$ cat config.mk
export PLATFORM = sky130hd
export DESIGN_NAME = alu_arbiter
export DESIGN_NICKNAME = d
export VERILOG_FILES = /design/src/rtl/alu_arbiter.sv
export SDC_FILE = /design/constraint.sdc
export NUM_CORES = 1
export LEC_CHECK = 0
export ABC_AREA = 1
export ABC_CLOCK_PERIOD_IN_PS = 1650
export CAP_MARGIN = 5
export CORE_MARGIN = 2
export CORE_UTILIZATION = 40
export CTS_CLUSTER_DIAMETER = 80
export DETAILED_ROUTE_END_ITERATION = 8
export GPL_TIMING_DRIVEN = 1
export PLACE_DENSITY = 0.79
export SLEW_MARGIN = 25
export SYNTH_ARGS = -nofsm -noshare
export SYNTH_HDL_FRONTEND = slang
export SYNTH_SLANG_ARGS = --single-unit
$ cat constraint.sdc
create_clock -name CLK -period 1.65 [get_ports CLK]
set_clock_uncertainty 0.05 [all_clocks]
set_input_delay 0.495 -clock CLK [delete_from_list [all_inputs] [get_ports CLK]]
set_output_delay 0.495 -clock CLK [all_outputs]
set_load 0.005 [all_outputs]
$ cat src/rtl/alu_arbiter.sv
//-----------------------------------------------------------------------------
// alu_arbiter
// Two-requester arbiter/sequencer in front of a shared combinational ALU.
// A winner's operands/opcode are registered onto the ALU inputs. The block
// waits LATENCY cycles for the ALU to settle, then captures RESULT/ZERO and
// pulses the winner's DONE strobe for one cycle.
//
// Optional feature macro: ALU_ARB_RR_EN
//   defined   -> round-robin between requesters using the LAST pointer
//   undefined -> fixed priority, requester 0 always wins a conflict
//
// Ports
//   CLK, RESET                 clock, asynchronous active-low reset
//   REQ0/REQ1                  level requests
//   DATA1_x, DATA2_x, SELECT_x operands/opcode of requester x
//   GNT0/GNT1                  one-cycle grant strobe (operands captured)
//   DONE0/DONE1                one-cycle completion strobe
//   RESULT, ZERO               captured ALU outputs, held until next capture
//   BUSY                       high while an operation is in EXEC or DONE
//   ALU_DATA1/2, ALU_SELECT    registered drive to the ALU
//   ALU_RESULT, ALU_ZERO       ALU outputs
//-----------------------------------------------------------------------------
`timescale 1ns/1ps

module alu_arbiter #(
   parameter int unsigned WIDTH   = 8,
   parameter int unsigned LATENCY = 2
) (
   input  logic             CLK,
   input  logic             RESET,
   input  logic             REQ0,
   input  logic             REQ1,
   input  logic [WIDTH-1:0] DATA1_0,
   input  logic [WIDTH-1:0] DATA2_0,
   input  logic [2:0]       SELECT_0,
   input  logic [WIDTH-1:0] DATA1_1,
   input  logic [WIDTH-1:0] DATA2_1,
   input  logic [2:0]       SELECT_1,
   output logic             GNT0,
   output logic             GNT1,
   output logic             DONE0,
   output logic             DONE1,
   output logic [WIDTH-1:0] RESULT,
   output logic             ZERO,
   output logic             BUSY,
   output logic [WIDTH-1:0] ALU_DATA1,
   output logic [WIDTH-1:0] ALU_DATA2,
   output logic [2:0]       ALU_SELECT,
   input  logic [WIDTH-1:0] ALU_RESULT,
   input  logic             ALU_ZERO
);

   localparam int unsigned CNT_W = 4;
   // Keep the wait count inside the legal 1..15 window even if misconfigured.
   localparam int unsigned LAT_C = (LATENCY < 1)  ? 1  :
                                   (LATENCY > 15) ? 15 : LATENCY;

   typedef enum logic [1:0] {
      ST_IDLE = 2'd0,
      ST_EXEC = 2'd1,
      ST_DONE = 2'd2
   } state_e;

   state_e             state_q;
   logic [CNT_W-1:0]   cnt_q;
   logic               owner_q;     // 0: requester 0 owns the ALU, 1: requester 1
   logic               gnt0_q, gnt1_q;
   logic               done0_q, done1_q;
   logic [WIDTH-1:0]   result_q;
   logic               zero_q;
   logic               busy_q;
   logic [WIDTH-1:0]   alu_d1_q, alu_d2_q;
   logic [2:0]         alu_sel_q;
   logic               win_c;

`ifdef ALU_ARB_RR_EN
   logic               last_q;      // most recently served requester
`endif

   // Winner selection among currently asserted requests.
   always_comb begin
      win_c = 1'b0;
      if (REQ0 && REQ1) begin
`ifdef ALU_ARB_RR_EN
         win_c = ~last_q;
`else
         win_c = 1'b0;
`endif
      end else if (REQ1) begin
         win_c = 1'b1;
      end
   end

   // Sequencer: grant, settle wait, capture, completion strobe.
   always_ff @(posedge CLK or negedge RESET) begin
      if (!RESET) begin
         state_q   <= ST_IDLE;
         cnt_q     <= '0;
         owner_q   <= 1'b0;
         gnt0_q    <= 1'b0;
         gnt1_q    <= 1'b0;
         done0_q   <= 1'b0;
         done1_q   <= 1'b0;
         result_q  <= '0;
         zero_q    <= 1'b0;
         busy_q    <= 1'b0;
         alu_d1_q  <= '0;
         alu_d2_q  <= '0;
         alu_sel_q <= '0;
`ifdef ALU_ARB_RR_EN
         last_q    <= 1'b1;
`endif
      end else begin
         // Strobes are single-cycle unless set again below.
         gnt0_q  <= 1'b0;
         gnt1_q  <= 1'b0;
         done0_q <= 1'b0;
         done1_q <= 1'b0;

         unique case (state_q)
            ST_IDLE: begin
               if (REQ0 || REQ1) begin
                  owner_q   <= win_c;
                  alu_d1_q  <= win_c ? DATA1_1  : DATA1_0;
                  alu_d2_q  <= win_c ? DATA2_1  : DATA2_0;
                  alu_sel_q <= win_c ? SELECT_1 : SELECT_0;
                  gnt0_q    <= ~win_c;
                  gnt1_q    <= win_c;
                  busy_q    <= 1'b1;
                  cnt_q     <= CNT_W'(LAT_C - 1);
                  state_q   <= ST_EXEC;
               end
            end

            ST_EXEC: begin
               if (cnt_q != '0) begin
                  cnt_q <= cnt_q - CNT_W'(1);
               end else begin
                  result_q <= ALU_RESULT;
                  zero_q   <= ALU_ZERO;
                  done0_q  <= ~owner_q;
                  done1_q  <= owner_q;
`ifdef ALU_ARB_RR_EN
                  last_q   <= owner_q;
`endif
                  state_q  <= ST_DONE;
               end
            end

            ST_DONE: begin
               // Requests seen here are deliberately ignored; they are
               // re-evaluated on the next IDLE edge.
               busy_q  <= 1'b0;
               state_q <= ST_IDLE;
            end

            default: begin
               busy_q  <= 1'b0;
               state_q <= ST_IDLE;
            end
         endcase
      end
   end

   assign GNT0       = gnt0_q;
   assign GNT1       = gnt1_q;
   assign DONE0      = done0_q;
   assign DONE1      = done1_q;
   assign RESULT     = result_q;
   assign ZERO       = zero_q;
   assign BUSY       = busy_q;
   assign ALU_DATA1  = alu_d1_q;
   assign ALU_DATA2  = alu_d2_q;
   assign ALU_SELECT = alu_sel_q;

endmodule

==> results.cfg, run 1 <==
[cells_and_area]
nNetsFinal = 342
area_growth_pct = 56.7
drive_gt1_share_pct = 9.66
stdcell_area_um2 = 2780
diodes = 0
fill_cells = 388
stdcell_count = 342
final_core_util_pct = 64.2

[hold_path]
hold_class = primary input to asynchronous set/reset pin

[power_and_ir_drop]
power_mw = 4.44
power_density_nw_per_um2 = 1600
p_leak_nw = 1.32
max-vdd-ir-drop_v = 0.000809

[clock_tree]
clk_latency_ns = 0.29
cts_made_buffers = 5
clock_path_buffers = 2
clk_pin_slew_ns = 0.08
htreeDepth = 2
root_buffer = clkbuf_8
cts.sink_count = 40
cts_tree = done

[synthesis]
synth_fp_nets = 254
syn-instance-count = 201
syn_area_per_cell_um2 = 8.82
synth-seq-cells = 40
yosys_warnings = 0
yosysSeqAreaShare_pct = 56.5
ys_types = 19
synth_area_um2 = 1770

[setup_path]
critical_path_class = primary input to flop
start_kind = primary input
required_ns = 1.81
worstPathArrival_ns = 1.68
max_stage_delay_ns = 0.53
cpMostUsedCell = nor2_1
critPathMaxFanout = 38
cp_cell_sequence = clkdlybuf4s50_1 > nor2_1 > nor2_4 > buf_12 > nor2_1 > a31oi_1
crit_path_end_kind = flop
slowest_stage = clkdlybuf4s50_1

[grt]
grt_pass1_vias = 1685
antenna_found_initial = 0
grt_max_degree = 41
grt_pass1_wl_mm = 7.37
grt-ovfl-total = 0
track_usage_pct = 18.6

[floorplan]
die_w_um = 70.6
start_util_pct = 41.0
fp.dieArea_um2 = 4980
placementRows = 24
fp.dieH_um = 70.6
pin_count = 84
coreArea_um2 = 4320

[sta]
fin_ws_ns = 0.128
hold_viol = 0
drv_slew = 0
fin_hold_ws_ns = 0.110
timing.final.crit_share_pct = 92.3
rsz0062_at_grt = no
post-route-min-period_ns = 1.52
fmax_mhz = 657
slew_headroom_pct = 84.5
setup_viol = 0
worstMarginPinSlew_ns = 0.231
fin_tns_setup_ns = 0

[drt]
via_count = 1658
viasPerCell = 4.85
ant_nets = 0
drtIter0Drc = 111
first_pass_iters = 4
wl_mm = 4.25
wl_per_cell_um = 12.4
post-route-drc-count = 0

[placed_design]
gp_congestion = 0.824
pre_cts_slack_ns = -0.219
placed_area_um2 = 2670
placed_cells = 331
io_buffers = 83
dp_hpwl_mm = 3.04

[outcome]
outcome = finished, final reports clean

[run]
max_cap_viol_count = 0
==> final cells by class <==
type / instances / area [µm²] / share of cell area, %
multi-input combinational: 140 / 654 / 23.6
clock inverter: 1 / 30.0 / 1.08
tap: 52 / 65.1 / 2.34
inverter: 9 / 33.8 / 1.22
clock buffer: 7 / 96.3 / 3.47
timing repair buffer: 93 / 897 / 32.3
sequential: 40 / 1000 / 36.0
==> state kept, by name (all words and copies together) (netlist names) <==
| register | count |
|---|---|
| owner_q | 1 |
| DONE1 | 1 |
| DONE0 | 1 |
| ALU_DATA1 | 8 |
| ZERO | 1 |
| ALU_DATA2 | 8 |
| GNT1 | 1 |
| state_q | 2 |
| BUSY | 1 |
| cnt_q | 4 |
| RESULT | 8 |
| GNT0 | 1 |
| ALU_SELECT | 3 |
==> logic make-up after synthesis <==
| kind of cell | synth area share, % |
|---|---|
| compound gates | 8.82 |
| xor+xnor | 0.494 |
| fa+ha+maj | 1.41 |
| buf+inv | 6.63 |
| flops | 56.5 |
| simple gates | 26.2 |
==> cells in the mapped netlist <==
master,n,area [µm²]
nor2_2,2,12.5
o21ai_0,5,25.0
nand2_1,55,206
xor2_1,1,8.76
nand4_1,1,6.26
a31oi_1,18,113
nand3_1,21,105
ha_1,2,25.0
nor2_4,1,11.3
a31oi_2,1,12.5
dfrtp_1,40,1000
inv_1,5,18.8
nor2_1,31,116
inv_2,4,15.0
buf_4,2,15.0
o22ai_1,1,6.26
nand2_2,1,6.26
buf_6,3,33.8
buf_2,7,35.0
==> report_power, final <==
part / switching, mW / internal (mW)
clock: 0.333 / 0.534
sequential: 0.216 / 1.44
combinational: 0.962 / 0.956
total: 1.51 / 2.93
==> critical path: cells and delay by family <==
kind	cells	cell delay (ns)
AO/OA/AOI/OAI	1	0.17
buffers and inverters	2	0.72
AND/OR/NAND/NOR	3	0.28
==> layout by cell type, fill, tap and decap left out, drive strengths merged <==
cell	n
xor2	1
o22ai	1
dfrtp	40
clkdlybuf4s50	49
ha	2
clkbuf	7
nand4	1
buf	11
inv	9
a31oi	19
dlygate4sd2	33
nand2	56
bufinv	1
nor2	34
nand3	21
o21ai	5
==> per-layer routing <==
metal / global-route usage (%) / vias to the layer above / wire length (µm) / part of all wire [%]
li1: - / 831 / - / -
met4: 5.03 / 0 / 60 / 1.4
met5: 0 / - / 0 / 0
met2: 31.8 / 53 / 2000 / 47
met3: 6.55 / 5 / 313 / 7.4
met1: 22.4 / 769 / 1870 / 44
==> final timing paths <==
check | startpoint | slack (ns) | end | cells after the start
setup / recovery | REQ1 | 0.13 | ALU_DATA1[2] | 6
hold / removal | RESET | 0.11 | cnt_q[3] | 2
setup reg to reg | cnt_q[0] | 0.28 | cnt_q[0] | 7
hold reg to reg | owner_q | 0.39 | DONE0 | 1
max in group asynchronous | RESET | 1.24 | DONE1 | 2
min in group CLK | owner_q | 0.39 | DONE0 | 1
==> timing repair <==
| action | 4_1_cts | 5_1_grt |
|---|---|---|
| endpoints found under the setup margin | 33 | 2 |
| gates resized for setup | 33 | 1 |
| hold buffers | 0 | 0 |
| buffers inserted | 3 | 0 |
No activity file was read; power rests on OpenSTA's default activity.
==> run 2: changes to the inputs <==
--- a/config.mk
+++ b/config.mk
@@ -8,12 +8,13 @@
 export ABC_AREA = 1
 export ABC_CLOCK_PERIOD_IN_PS = 1650
 export CAP_MARGIN = 5
-export CORE_MARGIN = 2
+export CORE_MARGIN = 5
 export CORE_UTILIZATION = 40
 export CTS_CLUSTER_DIAMETER = 80
 export DETAILED_ROUTE_END_ITERATION = 8
 export GPL_TIMING_DRIVEN = 1
 export PLACE_DENSITY = 0.79
+export SETUP_SLACK_MARGIN = 0.3
 export SLEW_MARGIN = 25
 export SYNTH_ARGS = -nofsm -noshare
 export SYNTH_HDL_FRONTEND = slang
==> results.cfg, run 2 (synthesis gave the netlist of run 1 again) <==
[clock_tree]
root_buffer = clkbuf_8
cts_tree = done
htreeDepth = 2
hold_buffers = 0
clock_path_buffers = 2
cts.sink_count = 40
clk_latency_ns = 0.28
cts_made_buffers = 5
clk_pin_slew_ns = 0.07

[drt]
post-route-drc-count = 0
wl_met1_mm = 2.14
via_count = 1742
ant_nets = 0
route.met3.wl_um = 352
viasPerCell = 4.95
wl_mm = 5.54
wl_per_cell_um = 15.7
first_pass_iters = 4
drtIter0Drc = 114
highest_layer = met4
routed-wl-met2_mm = 2.96

[grt]
grt_pass1_vias = 1776
grt_max_degree = 41
antenna_found_initial = 0
grt_pass1_wl_mm = 8.36
track_usage_pct = 17.2
grt-ovfl-total = 0

[sta]
setup_viol = 0
rsz0062_at_grt = yes
post-route-min-period_ns = 1.37
fmax_mhz = 732
slew_headroom_pct = 83.5
hold_viol = 0
timing.final.crit_share_pct = 82.7
worstMarginPinSlew_ns = 0.246
drv_slew = 0

[placed_design]
gp_congestion = 0.673
io_buffers = 83
dp_hpwl_mm = 3.40
placed_area_um2 = 2670

[setup_path]
start_kind = primary input
critPathLaunch = REQ1
required_ns = 1.76
worstRegToRegCells = 6
cp_cell_sequence = clkdlybuf4s15_1 > nor2_2 > nor2_4 > buf_6 > clkbuf_16 > a31oi_1
rr_endpoint = ALU_DATA1[5]
path_buf_inv = 3
slowest_stage = clkdlybuf4s15_1
worstPathArrival_ns = 1.48
crit_path_end_kind = flop
cpLargestDelayFamily = buffers and inverters
worstReg2RegStart = state_q[1]
critPathMaxFanout = 5
max_stage_delay_ns = 0.26
critical_path_class = primary input to flop
reg2reg_slack_ns = 0.29

[floorplan]
start_util_pct = 41.0
coreArea_um2 = 4320
placementRows = 24
pin_count = 84
die_w_um = 76.6
fp.dieArea_um2 = 5860
fp.dieH_um = 76.6

[power_and_ir_drop]
max-vdd-ir-drop_v = 0.000941
power_mw = 5.05
power_density_nw_per_um2 = 1720
p_leak_nw = 1.36

[cells_and_area]
final_cell_mix = 52 x nand2_1, 47 x clkdlybuf4s50_1, 40 x dfrtp_1
stdcell_area_um2 = 2930
area_growth_pct = 65.4
nNetsFinal = 353
drive_gt1_share_pct = 28.7
fill_cells = 360
diodes = 0
layout_commonest_cell = nand2_1

[outcome]
outcome = finished, final reports clean

[run]
max_cap_viol_count = 0

[hold_path]
hold_class = primary input to asynchronous set/reset pin
-- run 2: cell count changes in the layout (fill, tap and decap cells not counted), moves of 3 or more --
cell	previous run	this run
dlygate4sd2_1	33	0
buf_2	1	33
a31oi_1	18	10
a31oi_4	0	8
buf_4	7	12
nand2_1	55	52
-- run 2: worst reg2reg max path, cell delays in order, from the launching register on --
cell       delay [ns]
dfrtp_1          0.42
inv_2            0.10
nand2_4          0.06
nor2_4           0.19
buf_6            0.18
clkbuf_16        0.15
a31oi_1          0.08
-- run 2: timing repair --
item                                    CTS  global route
endpoints found under the hold margin     0             0
gates cloned                              2             3
endpoints found under the setup margin   61            63
gates resized for setup                 136            27
pin swaps                                 2             1
setup buffers                             4             5
-- run 2: worst max path at each step --
stage	endpoint	slack, ns	depth (start not counted)
finish	ALU_DATA1[5]	0.28	6
global route	ALU_DATA1[5]	0.23	6
CTS	RESULT[3]	0.15	1
detailed placement	cnt_q[0]	-0.24	5
global placement	cnt_q[0]	-0.13	5
floorplan	ALU_DATA1[7]	0.36	6
-- run 2: per-layer routing --
metal,up-vias,global-route usage [%]
met4,0,3.67
met2,61,30.1
met1,819,20.5
met5,-,0
met3,8,5.44
li1,854,-
-- run 2: final cells by class --
cell class	instances	area [µm²]	share of cell area (%)
Inverter	9	33.8	1.15
Clock buffer	7	96.3	3.28
Multi-Input combinational cell	140	798	27.2
Tap cell	52	65.1	2.22
Timing Repair Buffer	104	938	32.0
Sequential cell	40	1000	34.1
-- run 2: metrics by stage --
step,cells,TNS [ns],util (%),hold slack [ns],setup WS (ns)
floorplan,201,0,-,0.149,0.362
global placement,331,-1.83,61.7,0.370,-0.129
detailed placement,331,-2.87,61.7,0.379,-0.239
CTS,344,0,62.5,0.123,0.153
global route,352,0,67.8,0.129,0.228
finish,352,0,67.8,0.110,0.285
-- run 2: where the power goes --
part           switching [mW]  internal [mW]
logic                    1.33           1.35
clock network           0.319          0.372
registers               0.233           1.44
==> RTL edit, RTL diff (config.mk and constraints of run 2) <==
Build with the macro `ALU_ARB_RR_EN` defined.
--- a/src/rtl/alu_arbiter.sv
+++ b/src/rtl/alu_arbiter.sv
@@ -21,6 +21,8 @@
 //   ALU_RESULT, ALU_ZERO       ALU outputs
 //-----------------------------------------------------------------------------
 `timescale 1ns/1ps
+
+`define ALU_ARB_RR_EN
 
 module alu_arbiter #(
    parameter int unsigned WIDTH   = 8,
Formal check against the unedited RTL: not equivalent (Yosys sat finds a counterexample within 10 cycles, from zero or initial values and one cycle with RESET low).
==> RTL edit against run 2 <==
Clock power up 19%. Synthesized area up 10%. Power up 9.2%. Largest power group unchanged. Setup slack about the same. Wire length down 12%. Critical path type is now reg2out. First-iteration DRC count down 50%. Sequential cell count up 1. Cell area up 5.2%.
==> RTL edit: results (changes against run 2) <==
By area the synthesized netlist is led by dfrtp_1 (51%), o21ai_2 (17%), nand2_1 (8.5%), nor2_1 (6.0%), o21ai_1 (3.6%). The share of cell area taken by multi-input logic gates came to 27.81% (+0.59 points). The aggregate routed wire length came out at 4862 um (-12%). The met3 layer usage reported by global route came to 4.402% (-1.0 points). The stage delay of the slowest cell on the critical path is 0.40 ns (+0.14 ns). The arrival time of the worst setup path came out at 0.82 ns (-0.66 ns).

The launch point of the worst reg-to-reg path is cnt_q[2]. The largest fanout on the critical path is 2 (-3). The worst hold slack after final layout was 0.4272 ns (+0.3176 ns).

The global-route usage over all layers is 15.50% (-1.7 points). The wire length of the first global-routing pass was 7693 um (-8.0%). The first-pass detailed-route iteration total came out at 3 (-1). The final sequential cell count came out at 41 (+2.5%). The worst slack at placement came out at -0.2901 ns (-0.05071 ns). The total area of sequential cells is 1027 um2 (+2.6%).

The number of global-route vias before repair was 1674 (-5.7%). The static power due to leakage came out at 1.444 nW (+6.3%). The total of fill cells in the finished design came out at 385 (+6.9%). The clock period minus worst slack is 1.366 ns (+0.0004920 ns). The clock network area share came out at 3.770% (+0.48 points).

The flow ran to the end, and the final reports show no timing, DRC or antenna violations. STA classifies the critical path startpoint as a register. The via density per instance is 4.642 (-6.2%). The cell area after placement came out at 2843 um2 (+6.5%).

The met2 usage in global routing came out at 28.21% (-1.9 points). The number of non-clock buffers is 107 (+2.9%). The number of nets at the end of the flow is 357 (+1.1%). The global placement routability congestion came out at 0.7051 (+4.8%).

The fraction of layout cells with a size suffix above 1 came to 42.30% (+14 points).
## RTL edit: changes by cell type after synthesis, sizes merged
cell and change:
o22ai -1, nand3 -19, dfstp +1, o21ai +48, nand2 -10, a31oi -19
buf -1, nor3 +1
## RTL edit: power groups by stage
| stage | clock network [mW] | logic (mW) | registers, mW |
|---|---|---|---|
| 4_1_cts | 0.842 | 2.60 | 1.74 |
| 6_report | 0.825 | 2.95 | 1.74 |
| 2_1_floorplan | 0 | 1.53 | 1.77 |
| 5_1_grt | 0.886 | 3.27 | 1.81 |
| 3_3_place_gp | 0 | 2.62 | 1.75 |
| 3_5_place_dp | 0 | 2.70 | 1.76 |
## RTL edit: timing repair
action                                  4_1_cts  5_1_grt
buffers inserted                              3       10
pin swaps                                     2        4
hold endpoints to repair                      0        4
gates resized for setup                     148       23
cloned                                        1        1
endpoints found under the setup margin       71       66
hold buffers                                  0        1
